===== src/rtl/vh_stim_misr.sv =====
`default_nettype none
// +-----------------------------------------------------------------------------+
// | Module   : vh_stim_misr                                                     |
// | Purpose  : Stimulus driver and response compactor for a combinational       |
// |            a/b -> y block. It drives xorshift64 vectors to the block, waits |
// |            a settle time, then folds y into a 32-bit MISR signature.        |
// | Option   : VH_CORNER_VECTORS_EN prepends four fixed corner vectors per run. |
// | Revision : 1.0  initial release                                             |
// +-----------------------------------------------------------------------------+
module vh_stim_misr #(
  parameter int          WIDTH       = 27,
  parameter int          NUM_VECTORS = 256,
  parameter int          SETTLE_CYC  = 1,
  parameter logic [63:0] GEN_SEED    = 64'h1,
  parameter logic [31:0] SIG_SEED    = 32'h0
) (
  input  logic             clk,
  input  logic             rst_n,
  input  logic             start,
  output logic             busy,
  output logic             done,
  output logic [WIDTH-1:0] a_out,
  output logic [WIDTH-1:0] b_out,
  input  logic [WIDTH-1:0] y_in,
  output logic [31:0]      signature,
  output logic [15:0]      vec_count
);

  localparam logic [31:0] POLY = 32'h04C11DB7;
`ifdef VH_CORNER_VECTORS_EN
  localparam int RUN_LEN = NUM_VECTORS + 4;
`else
  localparam int RUN_LEN = NUM_VECTORS;
`endif
  localparam logic [15:0] RUN_LEN_C   = 16'(RUN_LEN);
  localparam logic [3:0]  SETTLE_LOAD = 4'(SETTLE_CYC - 1);

  typedef enum logic [2:0] {
    ST_IDLE    = 3'd0,
    ST_DRIVE   = 3'd1,
    ST_SETTLE  = 3'd2,
    ST_CAPTURE = 3'd3,
    ST_DONE    = 3'd4
  } state_t;

  state_t      state;
  state_t      state_nxt;
  logic [63:0] gen;
  logic [3:0]  settle_cnt;
  logic [15:0] vec_count_nxt;

  // One xorshift64 step; each line uses the result of the previous one.
  function automatic logic [63:0] xorshift64(input logic [63:0] x);
    logic [63:0] t;
    t = x ^ (x << 13);
    t = t ^ (t >> 7);
    t = t ^ (t << 17);
    return t;
  endfunction

  assign vec_count_nxt = vec_count + 16'd1;

`ifdef VH_CORNER_VECTORS_EN
  logic [2:0]       corner_idx;
  logic             corner_active;
  logic [WIDTH-1:0] corner_a;
  logic [WIDTH-1:0] corner_b;

  assign corner_active = (corner_idx < 3'd4);

  // Fixed corner patterns: 0/0, 1s/1s, 1s/0, 0/1s.
  always_comb begin
    corner_a = '0;
    corner_b = '0;
    case (corner_idx)
      3'd1: begin
        corner_a = '1;
        corner_b = '1;
      end
      3'd2: corner_a = '1;
      3'd3: corner_b = '1;
      default: ;
    endcase
  end
`endif

  // State register.
  always_ff @(posedge clk or negedge rst_n) begin
    if (!rst_n) state <= ST_IDLE;
    else        state <= state_nxt;
  end

  // Next-state logic; run ends when the capture that just happened completes the run.
  always_comb begin
    state_nxt = state;
    case (state)
      ST_IDLE:    if (start) state_nxt = ST_DRIVE;
      ST_DRIVE:   state_nxt = ST_SETTLE;
      ST_SETTLE:  if (settle_cnt == 4'd0) state_nxt = ST_CAPTURE;
      ST_CAPTURE: state_nxt = (vec_count_nxt == RUN_LEN_C) ? ST_DONE : ST_DRIVE;
      ST_DONE:    state_nxt = ST_IDLE;
      default:    state_nxt = ST_IDLE;
    endcase
  end

  // Datapath: generator, vector outputs, settle counter, MISR and registered flags.
  always_ff @(posedge clk or negedge rst_n) begin
    if (!rst_n) begin
      busy       <= 1'b0;
      done       <= 1'b0;
      a_out      <= '0;
      b_out      <= '0;
      gen        <= GEN_SEED;
      signature  <= SIG_SEED;
      vec_count  <= 16'd0;
      settle_cnt <= 4'd0;
`ifdef VH_CORNER_VECTORS_EN
      corner_idx <= 3'd0;
`endif
    end else begin
      // busy trails the state by one cycle so it covers exactly the cycles before done.
      busy <= (state != ST_IDLE) && (state != ST_DONE);
      done <= (state == ST_DONE);
      case (state)
        ST_IDLE: begin
          if (start) begin
            gen       <= GEN_SEED;
            signature <= SIG_SEED;
            vec_count <= 16'd0;
`ifdef VH_CORNER_VECTORS_EN
            corner_idx <= 3'd0;
`endif
          end
        end
        ST_DRIVE: begin
`ifdef VH_CORNER_VECTORS_EN
          if (corner_active) begin
            a_out      <= corner_a;
            b_out      <= corner_b;
            corner_idx <= corner_idx + 3'd1;
          end else begin
            a_out <= gen[WIDTH-1:0];
            b_out <= gen[WIDTH +: WIDTH];
            gen   <= xorshift64(gen);
          end
`else
          a_out <= gen[WIDTH-1:0];
          b_out <= gen[WIDTH +: WIDTH];
          gen   <= xorshift64(gen);
`endif
          settle_cnt <= SETTLE_LOAD;
        end
        ST_SETTLE: begin
          if (settle_cnt != 4'd0) settle_cnt <= settle_cnt - 4'd1;
        end
        ST_CAPTURE: begin
          signature <= {signature[30:0], 1'b0} ^ (signature[31] ? POLY : 32'h0) ^ 32'(y_in);
          vec_count <= vec_count_nxt;
        end
        default: ;
      endcase
    end
  end

endmodule
`default_nettype wire


===== config.mk =====
export PLATFORM = sky130hd
export DESIGN_NAME = vh_stim_misr
export DESIGN_NICKNAME = d
export VERILOG_FILES = /design/src/rtl/vh_stim_misr.sv
export SDC_FILE = /design/constraint.sdc
export NUM_CORES = 1
export LEC_CHECK = 0
export ABC_AREA = 1
export CAP_MARGIN = 20
export CORE_MARGIN = 1.5
export CORE_UTILIZATION = 30
export CTS_BUF_LIST = sky130_fd_sc_hd__clkbuf_8 sky130_fd_sc_hd__clkbuf_16
export CTS_CLUSTER_DIAMETER = 200
export DETAILED_ROUTE_END_ITERATION = 10
export PLACE_DENSITY = 0.47
export SETUP_SLACK_MARGIN = 0.3
export SLEW_MARGIN = 20
export SYNTH_ARGS = -nofsm -noshare
export SYNTH_HDL_FRONTEND = slang
export SYNTH_SLANG_ARGS = --single-unit

===== constraint.sdc =====
create_clock -name clk -period 3.92 [get_ports clk]
set_input_delay 0.588 -clock clk [delete_from_list [all_inputs] [get_ports clk]]
set_output_delay 0.588 -clock clk [all_outputs]
set_load 0.05 [all_outputs]

==> results of run 1 <==
==> cells in the final DEF, fill, tap and decap left out, drive strengths merged, types with 3 or more instances in the layout <==
master and count:
or2 14, inv 104, ha 3, xnor2 87
nand2 202, clkdlybuf4s50 132, buf 9, o21ai 158
xor2 53, nand4 5, dfrtp 174, o22ai 23
clkinvlp 3, a32o 14, a21oi 32, clkbuf 18
nand3 16, nor2 43
==> metal layers <==
metal / GRT usage, % / wire [um]
met1: 23.4 / 11700
met2: 25.0 / 10600
met3: 2.73 / 803
met4: 4.13 / 246
met5: 0 / 0
==> flip-flops by register name, summed over array words and instances (netlist names) <==
name and cells:
done 1, a_out 27, gen 64, b_out 27
vec_count 16, settle_cnt 4, busy 1, state 3
signature 32
==> cell families after synthesis <==
family          count (synthesis)
simple gates                  283
xor+xnor                      140
buf+inv                       133
flops                         175
compound gates                231
fa+ha+maj                       3
==> worst paths after layout <==
kind / end / depth (start not counted)
max in group asynchronous: gen[40]$_DFFE_PN0P_ / 2
worst max register to register: gen[15]$_DFFE_PN0P_ / 4
min in group clk: b_out[17]$_DFFE_PN0P_ / 2
worst min-delay path: signature[5]$_DFFE_PN0P_ / 1
worst max-delay path: signature[31] / 1
worst min register to register: b_out[17]$_DFFE_PN0P_ / 2
==> layout make-up <==
type | instances | area share, %
Sequential cell | 175 | 39.9
Multi-Input combinational cell | 657 | 34.2
Timing Repair Buffer | 141 | 12.8
Tap cell | 378 | 4.31
Clock buffer | 18 | 4.00
Inverter | 98 | 3.35
Clock inverter | 13 | 1.38
==> per-stage QoR <==
| step | setup slack (ns) | instance area, um2 | hold slack, ns | utilization (%) |
|---|---|---|---|---|
| 6_report | 1.10 | 11000 | 0.216 | 39.1 |
| 3_5_place_dp | 1.47 | 10400 | 0.470 | 37.0 |
| 2_1_floorplan | 1.97 | 8650 | 0.292 | - |
| 5_1_grt | 0.997 | 11000 | 0.317 | 39.1 |
| 3_3_place_gp | 1.50 | 10400 | 0.464 | 37.0 |
| 4_1_cts | 1.01 | 11000 | 0.271 | 39.1 |
==> reports/results.txt, run 1 <==
CP max FO = 17
largest area contributor in the netlist = dfrtp_1
min-delay worst type = in -> async
Critical Path Sink Type = primary output
cts hold-fix bufs = 0
Total GRT Usage = 16.2%
Tmin final = 2.82 ns
xor/xnor share of the synthesized area = 14.3%
nets = 1123
Vias = 6705
# setup viols final = 0
Slew Limit Fails = 0
delay-heaviest family, CP = buffers and inverters
Rel. slew slack = 41.3%
Post-CTS Resized = 0
share of synthesized registers carrying an async set or reset = 100%
pin count of the biggest net entering global routing = 91
CTS Buffer Depth = 2
number of fill cells in the layout = 2899
Inserted Diodes = 0
routed vias/inst = 4.53
share of layout cells above drive strength 1 = 7.08%
Cells after Synth = 965
chip width = 173 um
core area = 28100 um2
CTS Root Cell = clkbuf_16
htree depth = 4
Synth Cell Area = 8650 um2
Congestion Overflow GR = 0
Buf/Inv on CP = 1
Clock transition at path regs = 0.08 ns
top-count cell post-synth = nand2_1
initial antenna violation count = 0
Synth Area in Simple Gates = 13.9%
Placed Cells = 1449
Synth top cells by count = nand2_1, dfrtp_1, o21ai_0
Clock Latency Late Sink = 0.43 ns
number of synthesized flops with an enable pin = 0
vias in the first global route = 6789
P&R area growth vs syn = 26.8%
drc violations = 0
critical path, cell by cell = clkdlybuf4s50_1
die span in y = 173 um
Synth Warn # = 0
area fraction of the dominant cell type after synthesis = 50.3%
post-DP HPWL = 16.9 mm
clock skew = 0.0112 ns
Synth Area in Compound Gates = 14.7%
CTS Sinks = 175
kind of critical path = reg -> out
RSZ-0062 raised after global routing = false
CTS Buf Count = 17
crit path from = signature[31]$_DFFE_PN0P_
top cells by area, synth = dfrtp_1, xnor2_1, nand2_1
combinational family with the most area after synthesis = compound AO/OA/AOI/OAI gates
Reg2Reg Setup Slack = 1.80 ns
fraction of the mapped netlist area in adder cells = 0.434%
outcome = complete, no violations
Rows = 61
CP Data Required Time = 3.33 ns
fin crit share = 71.8%
critical path's slowest cell = clkdlybuf4s50_1
Max Clock Freq = 355 MHz
Starting Density = 30.8%
mux contribution to synthesized area = 0%
syn_area_per_cell = 8.96 um2
max_cap viols = 0
full die area = 29900 um2
first-pass GRT wire length = 38.0 mm
TNS Setup = 0 ns
DR WL/cell = 15.8 um
R2R Path Start = state[0]$_DFFE_PN0P_
Setup Buffers After CTS = 0
CTS tree = yes
register area = 4380 um2
Non-Filler Instances = 1480
DRT antenna net count = 0
Worst-Margin Slew = 0.881 ns
max incr delay on CP = 0.94 ns
violation count after the first detailed-routing iteration = 372
# IOs = 134
crit path DAT = 2.23 ns
IO Port Bufs = 133
top_reg_cell synth = dfrtp_1
drt pass-1 iters = 5
post-synthesis sequential area ratio = 50.6%
Final Hold Vio Count = 0
startpoint types = register
gpl congestion = 0.800
#FFs+latches synth = 175
area of the multi-input gates = 3750 um2
count of cell types in the netlist = 35
routed wire length = 23.3 mm
synthesized net count = 998
Power of run 1 is left out: the tool's default activity adds up to more than one toggle a clock period on the data nets, which glitch-free logic cannot reach.
==> run 2: changes to the inputs <==
==> constraint.sdc (replaced) <==
create_clock -name clk -period 2.9 [get_ports clk]
set_input_delay 0.435 -clock clk [delete_from_list [all_inputs] [get_ports clk]]
set_output_delay 0.435 -clock clk [all_outputs]
set_load 0.05 [all_outputs]
==> run 2 against run 1 <==
Die area did not move. Via count rose by 0.46%. Routed wire length rose by 1.7%. Non-clock buffer count rose by 2. Critical path depth did not move. Sequential share of layout area fell by 0.42 points. Critical endpoint is now vec_count[2].
==> reports/results.txt, run 2 (synthesis results as in run 1) <==
outcome = complete, no violations
post-DP HPWL = 16.7 mm (-0.93%)
Vias = 6736 (+0.46%)
DRT antenna net count = 0 (unchanged)
chip width = 173 um (unchanged)
Crit Reg-Reg Endpoint = state[0]$_DFFE_PN0P_
CTS Buf Count = 17 (unchanged)
crit path DAT = 1.83 ns (-0.40 ns)
Largest register FFs = 64 (unchanged)
pin count of the biggest net entering global routing = 158 (+74%)
commonest non-fill, non-tap cell in the layout = nand2_1
Final Hold Vio Count = 0 (unchanged)
end-of-flow core utilization = 39.5% (+0.41 points)
TNS Setup = 0 ns (unchanged)
Placed Cells = 1450 (+0.069%)
DR WL/cell = 16.0 um (+1.5%)
R2R cell count = 10 (+6)
Largest Register = gen
htree depth = 4 (unchanged)
first-pass GRT wire length = 38.1 mm (+0.16%)
Clock transition at path regs = 0.08 ns (about the same)
Non-Filler Instances = 1483 (+0.20%)
critical path, cell by cell = clkdlybuf4s50_1
nets = 1125 (+0.18%)
Inserted Diodes = 0 (unchanged)
routed vias/inst = 4.54 (+0.26%)
Total GRT Usage = 16.3% (+0.10 points)
CP Data Required Time = 2.47 ns (-0.86 ns)
Max Clock Freq = 441 MHz
R2R Path Start = vec_count[0]$_DFFE_PN0P_
P&R area growth vs syn = 28.2%
die span in y = 173 um (unchanged)
max_cap viols = 0 (unchanged)
initial antenna violation count = 0 (unchanged)
RSZ-0062 raised after global routing = false
critical path's slowest cell = clkdlybuf4s50_1
gpl congestion = 0.767 (-4.1%)
Critical Path Sink Type = primary output
IO Port Bufs = 133 (unchanged)
Tmin final = 2.27 ns
CTS tree = yes
drc violations = 0 (unchanged)
kind of critical path = reg -> out
clock skew = 0.0137 ns (+0.00242 ns)
Starting Density = 30.8% (unchanged)
Rel. slew slack = 52.5% (+11 points)
CTS Buffer Depth = 2 (unchanged)
max incr delay on CP = 0.88 ns (-0.06 ns)
vias in the first global route = 6612 (-2.6%)
Rows = 61 (unchanged)
# IOs = 134 (unchanged)
Buf/Inv on CP = 1 (unchanged)
Reg2Reg Setup Slack = 1.03 ns (-0.77 ns)
# setup viols final = 0 (unchanged)
Slew Limit Fails = 0 (unchanged)
CTS Sinks = 175 (unchanged)
drt pass-1 iters = 5 (unchanged)
delay-heaviest family, CP = buffers and inverters
core area = 28100 um2 (unchanged)
biggest regs = gen (64), signature (32)
fin crit share = 78.1%
most frequent cells in the layout = nand2_1, dfrtp_1, o21ai_0, clkdlybuf4s50_1, inv_1
violation count after the first detailed-routing iteration = 431 (+16%)
Worst-Margin Slew = 0.708 ns (-0.173 ns)
CP max FO = 7 (-10)
share of layout cells above drive strength 1 = 7.15% (+0.071 points)
Clock Latency Late Sink = 0.44 ns (about the same)
CTS Root Cell = clkbuf_16
Congestion Overflow GR = 0 (unchanged)
full die area = 29900 um2 (unchanged)
startpoint types = register
min-delay worst type = in -> async
routed wire length = 23.7 mm (+1.7%)
-- run 2: per-stage QoR --
step                      hold WS [ns]  instance area (um2)  setup WS [ns]
after detailed placement         0.384                10400          0.994
after global placement           0.380                10400           1.01
after CTS                        0.476                11100          0.603
after floorplan                  0.139                 8650          0.949
after global routing             0.506                11100          0.580
final                            0.470                11100          0.635
-- run 2: area by class of cell --
type / instances / area [um2]
fillers: 2889 / 17000
repair buffers: 143 / 1450
flip-flops and latches: 175 / 4380
multi-input cells: 657 / 3750
clock buffers: 18 / 439
well taps: 378 / 473
inverters: 98 / 368
clock inverters: 14 / 225
-- run 2: routing by layer --
layer	wire length (um)	track usage (%)	vias up	share of wire (%)
met5	0	0	-	0
met4	342	5.07	0	1.4
met3	1020	3.56	20	4.3
met2	10600	24.2	145	45
met1	11700	23.5	3186	49
li1	-	-	3385	-
-- run 2: worst max-delay path by stage --
| stage | from | depth (start not counted) | endpoint |
|---|---|---|---|
| 2_1_floorplan | vec_count[0]$_DFFE_PN0P_ | 10 | state[0]$_DFFE_PN0P_ |
| 3_3_place_gp | start | 5 | gen[18]$_DFFE_PN0P_ |
| 3_5_place_dp | start | 5 | gen[5]$_DFFE_PN0P_ |
| 4_1_cts | vec_count[2]$_DFFE_PN0P_ | 1 | vec_count[2] |
| 5_1_grt | vec_count[2]$_DFFE_PN0P_ | 1 | vec_count[2] |
| 6_report | vec_count[2]$_DFFE_PN0P_ | 1 | vec_count[2] |
-- run 2: what timing repair did --
item                      in CTS  in global routing
setup buffers                  0                  0
hold endpoints to repair      36                  0
resized for setup              0                  0
hold buffers                   1                  0
Power of run 2 is left out for the same reason.
==> run 3: changes to the inputs <==
==> constraint.sdc (replaced) <==
create_clock -name clk -period 2.1 [get_ports clk]
set_input_delay 0.315 -clock clk [delete_from_list [all_inputs] [get_ports clk]]
set_output_delay 0.315 -clock clk [all_outputs]
set_load 0.05 [all_outputs]
==> run 3 against run 2 <==
Sequential share of layout area increased by 0.17 points. Worst setup slack got worse by 0.28 ns. Count of clock-buffer cells in the layout increased by 1. Worst hold slack got worse by 0.058 ns. Highest routed layer unchanged.
==> reports/results.txt, run 3 (synthesis results as in run 1) <==
first-pass GRT wire length = 39.5 mm (+3.7%)
die span in y = 173 um (unchanged)
pin count of the biggest net entering global routing = 100 (-37%)
full die area = 29900 um2 (unchanged)
DR WL/cell = 16.2 um (+1.6%)
Tmin final = 1.75 ns
CP Data Required Time = 1.78 ns (-0.69 ns)
# setup viols final = 0 (unchanged)
# IOs = 134 (unchanged)
gpl congestion = 0.788 (+2.7%)
Clock Latency Late Sink = 0.43 ns (about the same)
critical path, cell by cell = dlygate4sd2_1
CTS Root Cell = clkbuf_16
crit path DAT = 1.43 ns (-0.40 ns)
P&R area growth vs syn = 27.7%
TNS Setup = 0 ns (unchanged)
Vias = 6822 (+1.3%)
dpl cell area = 10500 um2 (+0.94%)
most frequent cells in the layout = nand2_1, dfrtp_1, o21ai_0, dlygate4sd2_1, inv_1
initial antenna violation count = 0 (unchanged)
Total GRT Usage = 16.9% (+0.60 points)
Max Clock Freq = 573 MHz
drc violations = 0 (unchanged)
vias in the first global route = 6896 (+4.3%)
drt pass-1 iters = 5 (unchanged)
CTS Sinks = 175 (unchanged)
min-delay worst type = in -> async
violation count after the first detailed-routing iteration = 439 (+1.9%)
Hold WS = 0.411 ns (-0.0584 ns)
clock skew = 0.0137 ns (+0.00000220 ns)
Largest register FFs = 64 (unchanged)
RSZ-0062 raised after global routing = true
commonest non-fill, non-tap cell in the layout = nand2_1
Slew Limit Fails = 0 (unchanged)
nets = 1135 (+0.89%)
dpl ws = 0.359 ns (-0.634 ns)
CTS tree = yes
Rel. slew slack = 58.7% (+6.2 points)
Inserted Diodes = 0 (unchanged)
max incr delay on CP = 0.56 ns (-0.32 ns)
Starting Density = 30.8% (unchanged)
routed vias/inst = 4.57 (+0.67%)
htree depth = 4 (unchanged)
CTS Buf Count = 17 (unchanged)
CTS Buffer Depth = 2 (unchanged)
routed wire length = 24.2 mm (+2.2%)
biggest regs = gen (64), signature (32)
Final Hold Vio Count = 0 (unchanged)
outcome = complete, no violations
post-DP HPWL = 17.4 mm (+4.5%)
Largest Register = gen
DRT antenna net count = 0 (unchanged)
IO Port Bufs = 133 (unchanged)
Clock transition at path regs = 0.08 ns (about the same)
CP max FO = 5 (-2)
Critical Path Sink Type = primary output
Congestion Overflow GR = 0 (unchanged)
core area = 28100 um2 (unchanged)
kind of critical path = reg -> out
Rows = 61 (unchanged)
Worst-Margin Slew = 0.615 ns (-0.0931 ns)
startpoint types = register
delay-heaviest family, CP = buffers and inverters
share of layout cells above drive strength 1 = 9.16% (+2.0 points)
number of fill cells in the layout = 2940 (+1.8%)
critical path's slowest cell = dlygate4sd2_1
Final Cell Area = 11000 um2 (-0.35%)
Buf/Inv on CP = 1 (unchanged)
fin crit share = 83.1%
final setup margin = 0.354 ns (-0.280 ns)
chip width = 173 um (unchanged)
max_cap viols = 0 (unchanged)
==> run 3: changes by cell type in the layout (fill, tap and decap cells not counted), sizes merged <==
| cell | change |
|---|---|
| dlygate4sd2 | +99 |
| clkinvlp | +2 |
| buf | +11 |
| inv | -3 |
| clkbuf | +4 |
| clkdlybuf4s15 | +1 |
| clkdlybuf4s50 | -104 |
| clkinv | +1 |
| bufinv | -2 |
==> run 3: routing by layer <==
metal | global-route usage (%) | up-vias | wire [um]
met3 | 4.00 | 22 | 1100
met1 | 23.7 | 3259 | 11900
met5 | 0 | - | 0
met2 | 26.0 | 129 | 10800
met4 | 4.38 | 0 | 353
li1 | - | 3412 | -
==> run 3: worst paths after layout <==
check | from | end | slack [ns] | cells after the start
max | vec_count[6]$_DFFE_PN0P_ | vec_count[6] | 0.35 | 1
min | rst_n | signature[4]$_DFFE_PN0P_ | 0.41 | 2
max reg2reg | gen[17]$_DFFE_PN0P_ | gen[23]$_DFFE_PN0P_ | 0.38 | 5
min reg2reg | b_out[18]$_DFFE_PN0P_ | b_out[18]$_DFFE_PN0P_ | 0.48 | 2
max in group asynchronous | rst_n | gen[41]$_DFFE_PN0P_ | 0.97 | 3
min in group clk | b_out[18]$_DFFE_PN0P_ | b_out[18]$_DFFE_PN0P_ | 0.48 | 2
==> run 3: cell type report <==
class | count | area [um2] | area share, %
Timing Repair Buffer | 153 | 1420 | 12.8
Sequential cell | 175 | 4380 | 39.7
Clock inverter | 12 | 159 | 1.44
Inverter | 98 | 374 | 3.39
Clock buffer | 19 | 453 | 4.10
Multi-Input combinational cell | 657 | 3790 | 34.3
Tap cell | 378 | 473 | 4.28
==> run 3: repair_timing <==
item                       CTS  global route
setup buffers                0             2
gates resized for setup    105            15
hold buffers                 1             0
pin swaps                    0             0
setup endpoints to repair  104            39
gates cloned                 0             0
hold endpoints to repair    46             0
==> run 3: through the flow <==
stage	std cells	util, %
floorplan	965	-
detailed placement	1458	37.4
global placement	1458	37.4
finish	1492	39.3
global route	1492	39.3
CTS	1490	39.2
Power of run 3 is left out for the same reason.
